File: config.mk
export PLATFORM = sky130hd
export DESIGN_NAME = tp_cross_scheduler
export DESIGN_NICKNAME = d
export VERILOG_FILES = /design/src/rtl/tp_cross_scheduler.sv
export SDC_FILE = /design/constraint.sdc
export NUM_CORES = 1
export LEC_CHECK = 0
export CAP_MARGIN = 10
export CORE_ASPECT_RATIO = 1.1
export CORE_MARGIN = 2
export CORE_UTILIZATION = 47
export CTS_CLUSTER_DIAMETER = 50
export CTS_CLUSTER_SIZE = 28
export DETAILED_ROUTE_END_ITERATION = 6
export PLACE_DENSITY = 0.78
export SYNTH_ARGS = -nofsm -noshare
export SYNTH_HDL_FRONTEND = slang
export SYNTH_SLANG_ARGS = --single-unit
File: constraint.sdc
create_clock -name clk -period 2 [get_ports clk]
set_clock_uncertainty 0.2 [all_clocks]
set_input_delay 0.4 -clock clk [delete_from_list [all_inputs] [get_ports clk]]
set_output_delay 0.4 -clock clk [all_outputs]
set_load 0.05 [all_outputs]
File: src/rtl/tp_cross_scheduler.sv
// tp_cross_scheduler: round-robin scheduler of tracklet-memory pages into the crossing processor.
// Define TP_SCHED_WDOG_EN to add the WAIT_ACK watchdog and the ERR state.
module tp_cross_scheduler #(
    parameter int NPAGE   = 4,
    parameter int PW      = 2,
    parameter int ACK_TMO = 15,
    parameter int CNT_W   = 16
) (
    input  logic             clk,
    input  logic             res_n,
    input  logic             enable,
    input  logic [NPAGE-1:0] page_rdy,
    input  logic             proc_bsy,
    input  logic             err_clr,
    output logic             start_proc,
    output logic [PW-1:0]    page_sel,
    output logic [NPAGE-1:0] page_rel,
    output logic             sched_bsy,
    output logic [CNT_W-1:0] cross_cnt,
    output logic             sched_err
);
`ifdef TP_SCHED_WDOG_EN
    typedef enum logic [5:0] {
        IDLE = 6'b000001, START = 6'b000010, WAIT_ACK = 6'b000100,
        WAIT_DONE = 6'b001000, RELEASE = 6'b010000, ERR = 6'b100000
    } state_t;
    localparam int TW = $clog2(ACK_TMO + 1);
    logic [TW-1:0] tmr;
`else
    typedef enum logic [4:0] {
        IDLE = 5'b00001, START = 5'b00010, WAIT_ACK = 5'b00100,
        WAIT_DONE = 5'b01000, RELEASE = 5'b10000
    } state_t;
`endif
    state_t state, state_nx;
    logic [PW-1:0] last_gnt, gnt, idx;
    logic gnt_vld, rel_now;

    // Descending scan so the nearest ready page after last_gnt is the one left in gnt.
    always_comb begin
        gnt = '0;
        gnt_vld = 1'b0;
        idx = '0;
        for (int i = NPAGE; i >= 1; i--) begin
            idx = PW'((int'(last_gnt) + i) % NPAGE);
            if (page_rdy[idx]) begin
                gnt = idx;
                gnt_vld = 1'b1;
            end
        end
    end

    always_comb begin
        state_nx = state;
        case (state)
            IDLE:      if (enable && gnt_vld) state_nx = START;
            START:     state_nx = WAIT_ACK;
`ifdef TP_SCHED_WDOG_EN
            WAIT_ACK:  state_nx = proc_bsy ? WAIT_DONE : (tmr == TW'(ACK_TMO - 1)) ? ERR : WAIT_ACK;
            ERR:       if (err_clr) state_nx = IDLE;
`else
            WAIT_ACK:  if (proc_bsy) state_nx = WAIT_DONE;
`endif
            WAIT_DONE: if (!proc_bsy) state_nx = RELEASE;
            RELEASE:   state_nx = IDLE;
            default:   state_nx = IDLE;
        endcase
    end

    always_ff @(posedge clk or negedge res_n) begin
        if (!res_n) begin
            state <= IDLE;
            page_sel <= '0;
            last_gnt <= PW'(NPAGE - 1);
            cross_cnt <= '0;
        end else begin
            state <= state_nx;
            if (state == IDLE && state_nx == START) begin
                page_sel <= gnt;
                last_gnt <= gnt;
            end
            if (state == RELEASE) cross_cnt <= cross_cnt + CNT_W'(1);
        end
    end

`ifdef TP_SCHED_WDOG_EN
    // Timer is zero on every entry to WAIT_ACK because it is cleared in all other states.
    always_ff @(posedge clk or negedge res_n) begin
        if (!res_n) tmr <= '0;
        else tmr <= (state == WAIT_ACK) ? tmr + TW'(1) : '0;
    end
    assign rel_now   = (state == RELEASE) || (state == ERR && err_clr);
    assign sched_err = (state == ERR);
`else
    logic unused_err_clr;
    assign unused_err_clr = err_clr;
    assign rel_now   = (state == RELEASE);
    assign sched_err = 1'b0;
`endif

    assign start_proc = (state == START);
    assign sched_bsy  = (state != IDLE);
    assign page_rel   = rel_now ? (NPAGE'(1) << page_sel) : '0;
endmodule
-- Word-level counts from Yosys, hierarchy flattened
Index checks and enable logic that the tools add are counted.
- output and inout port bits: 25
- register bits after elaboration: 25
- logic and storage cells: 44
- equal/unequal tests: 7
- shift-type cells: 1
- order comparisons: 4
- mux-type cells: 21
- reductions and logical operators: 2
- add/sub/neg operators: 5
- operators with widths (kind ; number):
    $pmux W5 S4 ; 1
    $add A16 B1 Y16 const B ; 1
    $mux W5 ; 3
    $lt A2 B3 Y1 const B ; 4
    $eq A5 B2 Y1 const B ; 2
    $bmux W1 S2 ; 4
    $mux W1 ; 8
    $mux W2 ; 4
    $eq A5 B1 Y1 const B ; 1
    $eq A5 B3 Y1 const B ; 1
    $eq A5 B4 Y1 const B ; 1
    $eq A5 B5 Y1 const B ; 1
    $ne A5 B1 Y1 const B ; 1
    $add A2 B1 Y2 const B ; 2
    $add A2 B2 Y2 const B ; 2
    $mux W4 ; 1
    $shl A1 B2 Y4 const A ; 1
    $logic_and A1 B1 Y1 ; 2

-- Logic depth before layout (Yosys ltp)
Gate-level depths: netlist (run 1).
- depth after elaboration: 12
- mapped depth: 5
- gate-level depth less buffers: 4

-- Worst setup path before layout (run 1)
OpenSTA, ideal clock, no wires.
- path type: register to output
- start point: register state[2]
- end point: output start_proc
- data arrival time: 2116 ps
- data required time: 1400 ps
- cell stages (with the launch flop): 4
- buffers on the path: 1
- slack: -716 ps
- path through: dfrtp_1 -> clkbuf_2 -> nand2b_1 -> nor4_1
- cells in the longest elaborated chain, start to end: 1
- RTL lines (item ; line ; text):
    start, declared ; 35 ; state_t state, state_nx;
    start signal, assigned ; 77 ; state <= state_nx;
    $eq A5 B2 Y1 ; 101 ; assign start_proc = (state == START);
    end, declared ; 15 ; output logic start_proc,
Every way passes these cells.

-- Final worst setup path (run 1)
- start point: register state[3]
- end point: output page_rel[3]
- cells in the longest elaborated chain, start to end: 2
- RTL lines (item ; line ; text):
    $eq A5 B5 Y1 ; 97 ; assign rel_now = (state == RELEASE);
    $mux W4 ; 103 ; assign page_rel = rel_now ? (NPAGE'(1) << page_sel) : '0;
    end, declared ; 17 ; output logic [NPAGE-1:0] page_rel,
Every way passes these cells.

==> reports/qor.txt, run 1 <==
==================================================================================================
Final core utilization                                                                       0.738
Area Growth Syn to Fin                                                                       46.2%
Starting Density                                                                             0.505
Part of the Yosys area used for sequential elements                                          0.490
Min-Delay Path Class                                                                  input pin to asynchronous set/reset pin
Vias in the first global route                                                                1096
GR Layer Usage met3                                                                         0.0305
Total power density per cell area                                                       880 mW/mm2
GRT met1 Usage                                                                               0.240
Static leakage                                                                            0.886 nW
H-tree level count                                                                               1
Family of cells with the greatest summed delay on the critical path                   simple AND/OR/NAND/NOR gates
WL/cell                                                                                    14.6 um
Cell at the root of the clock tree                                                    sky130_fd_sc_hd__clkbuf_4
Post-detailed-route via-to-cell ratio                                                         5.38
Overall power consumption                                                                  1.65 mW
Worst Setup Slack, final                                                                 -0.248 ns
Post-synthesis instance area                                                           0.00128 mm2
Number of design-rule violations left by the first detailed-router iteration                    18
Fin crit share                                                                                1.12
IO buf count                                                                                    31
CTS Sinks                                                                                       25
Antenna diode count                                                                              0
Length of the first detailed-routing pass in iterations                                          5
Antenna violations before repair                                                                 0
Worst skew pair latency                                                                    0.33 ns
Maximum VDD drop                                                                           1.00 mV
Signal arrival time at the worst endpoint                                                  1.65 ns
Met2 track demand over resource                                                              0.368
Post-synthesis net count                                                                       128
Die area                                                                               0.00317 mm2
Die extent in x                                                                            53.9 um
Max Cap Viol                                                                                     0
Number of buffers and inverters on the critical path                                             1
Area of the core                                                                       0.00254 mm2
Crit path launch type                                                                     register
Total number of nets in the final design                                                       178
Cts bufs inserted                                                                                3
Stages on the worst setup path                                                                   4
Setup repair after global routing missed its margin                                           true
Total detailed-routing wirelength                                                          2890 um
Number of nets with antenna violations after detailed routing                                    0
CTS tree                                                                                      done
Total via count after detailed routing                                                        1066
Gate Count Post-Synth                                                                          118
Crit path kind                                                                        register to primary output
Result of the run                                                                     finished with violations
Placement row count                                                                             19
Routability congestion estimate                                                              0.772
Fraction of layout cells with a size suffix above 1                                          0.401
Finished Cell Area                                                                     0.00188 mm2
Critical path fanouts, max                                                                       3
Yosys Warn Count                                                                                 0
Post-route minimum period                                                                  2.25 ns
Critical path's slowest cell                                                          sky130_fd_sc_hd__dfrtp_1
Global-route wire length before repair                                                     4770 um
Filler Cells Inserted                                                                          183
FMAX                                                                                       445 MHz
Critical Path, Cell by Cell                                                           nor4_4 -> and2_4 -> and3_4 -> buf_12
Post-detailed-placement half-perimeter wirelength                                          2140 um
Largest net degree at the start of global routing                                               26
Longest individual stage delay on the worst path                                           0.43 ns
Clock transition time at the flip-flop clock pins of the worst setup and hold paths        0.14 ns
Maximum clock insertion buffer count                                                             2
IO Pins                                                                                         34
R2r worst-path depth                                                                             5
FF+latch count, synth                                                                           25
Req. time, crit path                                                                       1.40 ns
Violated checks                                                                       setup timing
Number of pins exceeding their max-slew limit in the final report                                0
Post-place setup slack                                                                  -0.0425 ns
Unique masters post-synth                                                                       39
Final hold viol count                                                                            0
Detailed-route DRC error count                                                                   0
Final setup viols                                                                                5
Avg Inst Size Synth                                                                       10.9 um2
Grt ovf                                                                                          0
Total routing resource utilization after global routing                                      0.211
Worst hold-check slack                                                                    0.210 ns
Hold_buf cts                                                                                     0
Cell area after placement                                                              0.00176 mm2
Critical Path End Type                                                                primary output
Most Used Layer, Global Route                                                                 met2
Overall die height                                                                         58.8 um
==================================================================================================
-- timing repair --
item / 4_1_cts / 5_1_grt
buffers inserted: 3 / 5
pin swaps: 3 / 7
gates resized for setup: 8 / 3
endpoints found under the setup margin: 6 / 11
-- flip-flops by register name, indices dropped and copies added (netlist names) --
register / count
last_gnt: 2
page_sel: 2
state: 5
cross_cnt: 16
-- synth_stat cells, drive strengths merged --
cell type   n  area (um2)
a2111oi     1        8.76
a211o       1        8.76
a21oi       1        5.00
and2        1        6.26
and3        3        18.8
and4        2        17.5
and4b       2        20.0
buf         3        23.8
clkbuf      1        5.00
conb        1        3.75
dfrtp      22         551
dfstp       3        78.8
ha          1        12.5
inv         6        22.5
nand2      10        37.5
nand2b      3        18.8
nand3       4        20.0
nand4       6        52.6
nor2        7        26.3
nor3        5        36.3
nor4        3        48.8
nor4bb      1        10.0
o211ai      2        15.0
o21a        2        15.0
o21ai       3        15.0
o221ai      1        8.76
o22ai       1        6.26
o32a        1        10.0
o41ai       1        8.76
or2         1        6.26
or3b        1        8.76
or4b        1        10.0
xnor2      12         105
xor2        5        43.8
-- where the power goes --
group / internal (mW) / switching (mW)
logic: 0.345 / 0.378
clock network: 0.0752 / 0.156
registers: 0.590 / 0.108
-- cells in the final DEF (no fill, tap or decap), types with 3 or more instances in the layout --
| cell | count |
|---|---|
| sky130_fd_sc_hd__clkbuf_4 | 3 |
| sky130_fd_sc_hd__nor4_4 | 3 |
| sky130_fd_sc_hd__dfstp_2 | 3 |
| sky130_fd_sc_hd__inv_1 | 6 |
| sky130_fd_sc_hd__xor2_1 | 5 |
| sky130_fd_sc_hd__buf_4 | 33 |
| sky130_fd_sc_hd__xnor2_1 | 12 |
| sky130_fd_sc_hd__nand4_1 | 5 |
| sky130_fd_sc_hd__clkdlybuf4s50_1 | 7 |
| sky130_fd_sc_hd__dfrtp_1 | 20 |
| sky130_fd_sc_hd__nand3_1 | 3 |
| sky130_fd_sc_hd__nor2_1 | 5 |
| sky130_fd_sc_hd__nand2_1 | 9 |
| sky130_fd_sc_hd__nand2b_1 | 3 |
| sky130_fd_sc_hd__nor3_4 | 3 |
| sky130_fd_sc_hd__buf_12 | 7 |
| sky130_fd_sc_hd__o21ai_0 | 3 |
-- final cells by class --
type	instances	area, um2	area share
clock buffers	3	22.5	0.0120
flip-flops and latches	25	632	0.336
well taps	31	38.8	0.0207
clock inverters	1	5.00	0.00266
inverters	6	22.5	0.0120
multi-input cells	83	677	0.360
repair buffers	49	480	0.256
-- final timing paths --
check	from	endpoint	slack, ns
max in group asynchronous	res_n	state[0]	1.10
worst min register to register	cross_cnt[15]	cross_cnt[15]	0.28
min in group clk	cross_cnt[15]	cross_cnt[15]	0.28
worst max register to register	state[3]	page_sel[1]	0.11
worst max-delay path	state[3]	page_rel[3]	-0.25
worst min-delay path	res_n	cross_cnt[5]	0.21
-- per-layer routing --
layer	part of all wire	vias up
met5	0	-
met4	0.030	0
met3	0.049	9
met2	0.51	35
met1	0.41	509
li1	-	513
-- kinds of logic (layout without fill, tap and decap cells) --
logic type	Yosys count	after routing	synth area share
other cells	1	1	0.00292
flops	25	25	0.490
xor+xnor	17	17	0.116
buf+inv	10	59	0.0399
simple gates	50	50	0.263
fa+ha+maj	1	1	0.00974
compound gates	14	14	0.0789
-- stage by stage --
stage	instances	setup TNS, ns
after floorplan	118	-0.378
after global placement	188	0
after detailed placement	188	-0.0425
after CTS	195	-1.11
after global routing	198	-1.46
final	198	-0.986
(Power assumes the default switching activity.)
==> inputs of run 2 (changes only) <==
--- a/config.mk
+++ b/config.mk
@@ -8,11 +8,11 @@
 export CAP_MARGIN = 10
 export CORE_ASPECT_RATIO = 1.1
 export CORE_MARGIN = 2
-export CORE_UTILIZATION = 47
+export CORE_UTILIZATION = 41
 export CTS_CLUSTER_DIAMETER = 50
 export CTS_CLUSTER_SIZE = 28
 export DETAILED_ROUTE_END_ITERATION = 6
-export PLACE_DENSITY = 0.78
+export PLACE_DENSITY = 0.69
 export SYNTH_ARGS = -nofsm -noshare
 export SYNTH_HDL_FRONTEND = slang
 export SYNTH_SLANG_ARGS = --single-unit
==> run 2 against run 1 <==
The flow still finishes with violations (setup timing). Sequential cell count did not move. Highest routed layer unchanged. Hold slack improved by 0.013 ns. Die area rose by 14%. Worst setup slack improved by 0.025 ns.
==> reports/qor.txt, run 2 (synthesis results as in run 1) <==
==================================================================================================
Result of the run                                                                     finished with violations
Violated checks                                                                       setup timing
Min-Delay Path Class                                                                  input pin to asynchronous set/reset pin
Post-detailed-placement half-perimeter wirelength                                          2090 um   -2.5%
Placement row count                                                                             21   +2
Cell at the root of the clock tree                                                    sky130_fd_sc_hd__clkbuf_4
Most common cell after layout, fill and taps aside                                    sky130_fd_sc_hd__buf_4
Total number of nets in the final design                                                       174   -2.2%
Routability congestion estimate                                                              0.796   +3.1%
Cts bufs inserted                                                                                3   unchanged
Total routing resource utilization after global routing                                      0.160   -0.0512
Overall die height                                                                         62.7 um   +6.6%
Critical path fanouts, max                                                                       3   unchanged
R2r worst-path depth                                                                             5   unchanged
Die extent in x                                                                            57.4 um   +6.5%
Detailed-route DRC error count                                                                   0   unchanged
Global-route wire length before repair                                                     4570 um   -4.2%
Antenna diode count                                                                              0   unchanged
Starting Density                                                                             0.425   -0.0799
H-tree level count                                                                               1   unchanged
Number of design-rule violations left by the first detailed-router iteration                    24   +6
Setup repair after global routing missed its margin                                           true
Max FFs per register                                                                            16   unchanged
Antenna violations before repair                                                                 0   unchanged
Area Growth Syn to Fin                                                                       43.1%
CTS Sinks                                                                                       25   unchanged
CTS tree                                                                                      done
Post-route minimum period                                                                  2.22 ns   -0.0245 ns
Static leakage                                                                            0.860 nW   -2.9%
Hold_buf cts                                                                                     0   unchanged
Clock transition time at the flip-flop clock pins of the worst setup and hold paths        0.13 ns   about the same
Grt ovf                                                                                          0   unchanged
Worst skew pair latency                                                                    0.32 ns   about the same
Worst Setup Slack, final                                                                 -0.224 ns   +0.0245 ns
IO Pins                                                                                         34   unchanged
Final setup viols                                                                                5   unchanged
WL/cell                                                                                    13.5 um   -7.3%
Maximum clock insertion buffer count                                                             2   unchanged
FMAX                                                                                       450 MHz   +1.1%
Crit path launch type                                                                     register
Total power density per cell area                                                       869 mW/mm2   -1.2%
Number of pins exceeding their max-slew limit in the final report                                0   unchanged
Registers with the highest flip-flop counts                                           cross_cnt x16, state x5
Length of the first detailed-routing pass in iterations                                          3   -2
Fin crit share                                                                                1.11   -0.0123
Critical Path End Type                                                                primary output
Req. time, crit path                                                                       1.40 ns   about the same
Top reg by flops                                                                         cross_cnt
Final core utilization                                                                       0.609   -0.130
Largest net degree at the start of global routing                                               26   unchanged
Final hold viol count                                                                            0   unchanged
IO buf count                                                                                    31   unchanged
Post-detailed-route via-to-cell ratio                                                         5.17   -4.0%
Crit path kind                                                                        register to primary output
Signal arrival time at the worst endpoint                                                  1.62 ns   -0.03 ns
Number of nets with antenna violations after detailed routing                                    0   unchanged
Total via count after detailed routing                                                        1018   -4.5%
Commonest non-fill, non-tap cells in the layout                                       30 x sky130_fd_sc_hd__buf_4, 20 x sky130_fd_sc_hd__dfrtp_1, 12 x sky130_fd_sc_hd__xnor2_1
Vias in the first global route                                                                1024   -6.6%
Max Cap Viol                                                                                     0   unchanged
Die area                                                                               0.00360 mm2   +14%
Maximum VDD drop                                                                          0.777 mV   -23%
Fraction of layout cells with a size suffix above 1                                          0.374   -0.0270
Total detailed-routing wirelength                                                          2670 um   -7.8%
Filler Cells Inserted                                                                          250   +37%
Area of the core                                                                       0.00302 mm2   +19%
Setup total negative slack                                                               -0.925 ns   +0.0603 ns
==================================================================================================
[run 2: per-stage QoR]
stage                     cells  hold slack [ns]  total power [mW]  area (um2)  setup slack [ns]
after floorplan             118          -0.0956              1.09        1330            -0.131
after global placement      190            0.256              1.33        1770            0.0347
after detailed placement    190            0.267              1.35        1770            -0.152
after CTS                   195            0.239              1.59        1820            -0.259
after global routing        197            0.237              1.70        1840            -0.303
final                       197            0.224              1.60        1840            -0.224
[run 2: final cells by class]
class,count,area [um2],area share
clock buffer,4,26.3,0.0143
inverter,6,22.5,0.0122
multi-input combinational,83,661,0.359
sequential,25,632,0.344
tap,34,42.5,0.0231
timing repair buffer,45,455,0.248
[run 2: path summary, 6_finish.rpt]
kind,from,to,slack [ns]
min in group clk,cross_cnt[15],cross_cnt[15],0.28
max in group asynchronous,res_n,state[0],1.08
max,state[3],page_rel[0],-0.22
min reg2reg,cross_cnt[15],cross_cnt[15],0.28
min,res_n,cross_cnt[8],0.22
max reg2reg,state[3],page_sel[1],0.11
[run 2: report_power, final]
group / internal, mW / switching (mW) / leakage (nW)
clock network: 0.0780 / 0.148 / 0.0150
registers: 0.590 / 0.103 / 0.330
logic: 0.318 / 0.362 / 0.515
total: 0.986 / 0.613 / 0.860
[run 2: layer usage]
| metal | GRT usage | share of wire |
|---|---|---|
| met1 | 0.200 | 0.43 |
| met2 | 0.274 | 0.51 |
| met3 | 0.0352 | 0.048 |
| met4 | 0.0436 | 0.011 |
| met5 | 0 | 0 |
[run 2: timing repair]
action	4_1_cts	5_1_grt
pin swaps	0	1
buffers inserted	1	2
endpoints found under the setup margin	6	8
resized for setup	5	1
[run 2: critical path, cell delays in order, from the launching register on]
cell,delay [ns]
sky130_fd_sc_hd__dfrtp_1,0.44
sky130_fd_sc_hd__nor4_4,0.33
sky130_fd_sc_hd__nand2_2,0.16
sky130_fd_sc_hd__nor3_4,0.22
sky130_fd_sc_hd__buf_12,0.16
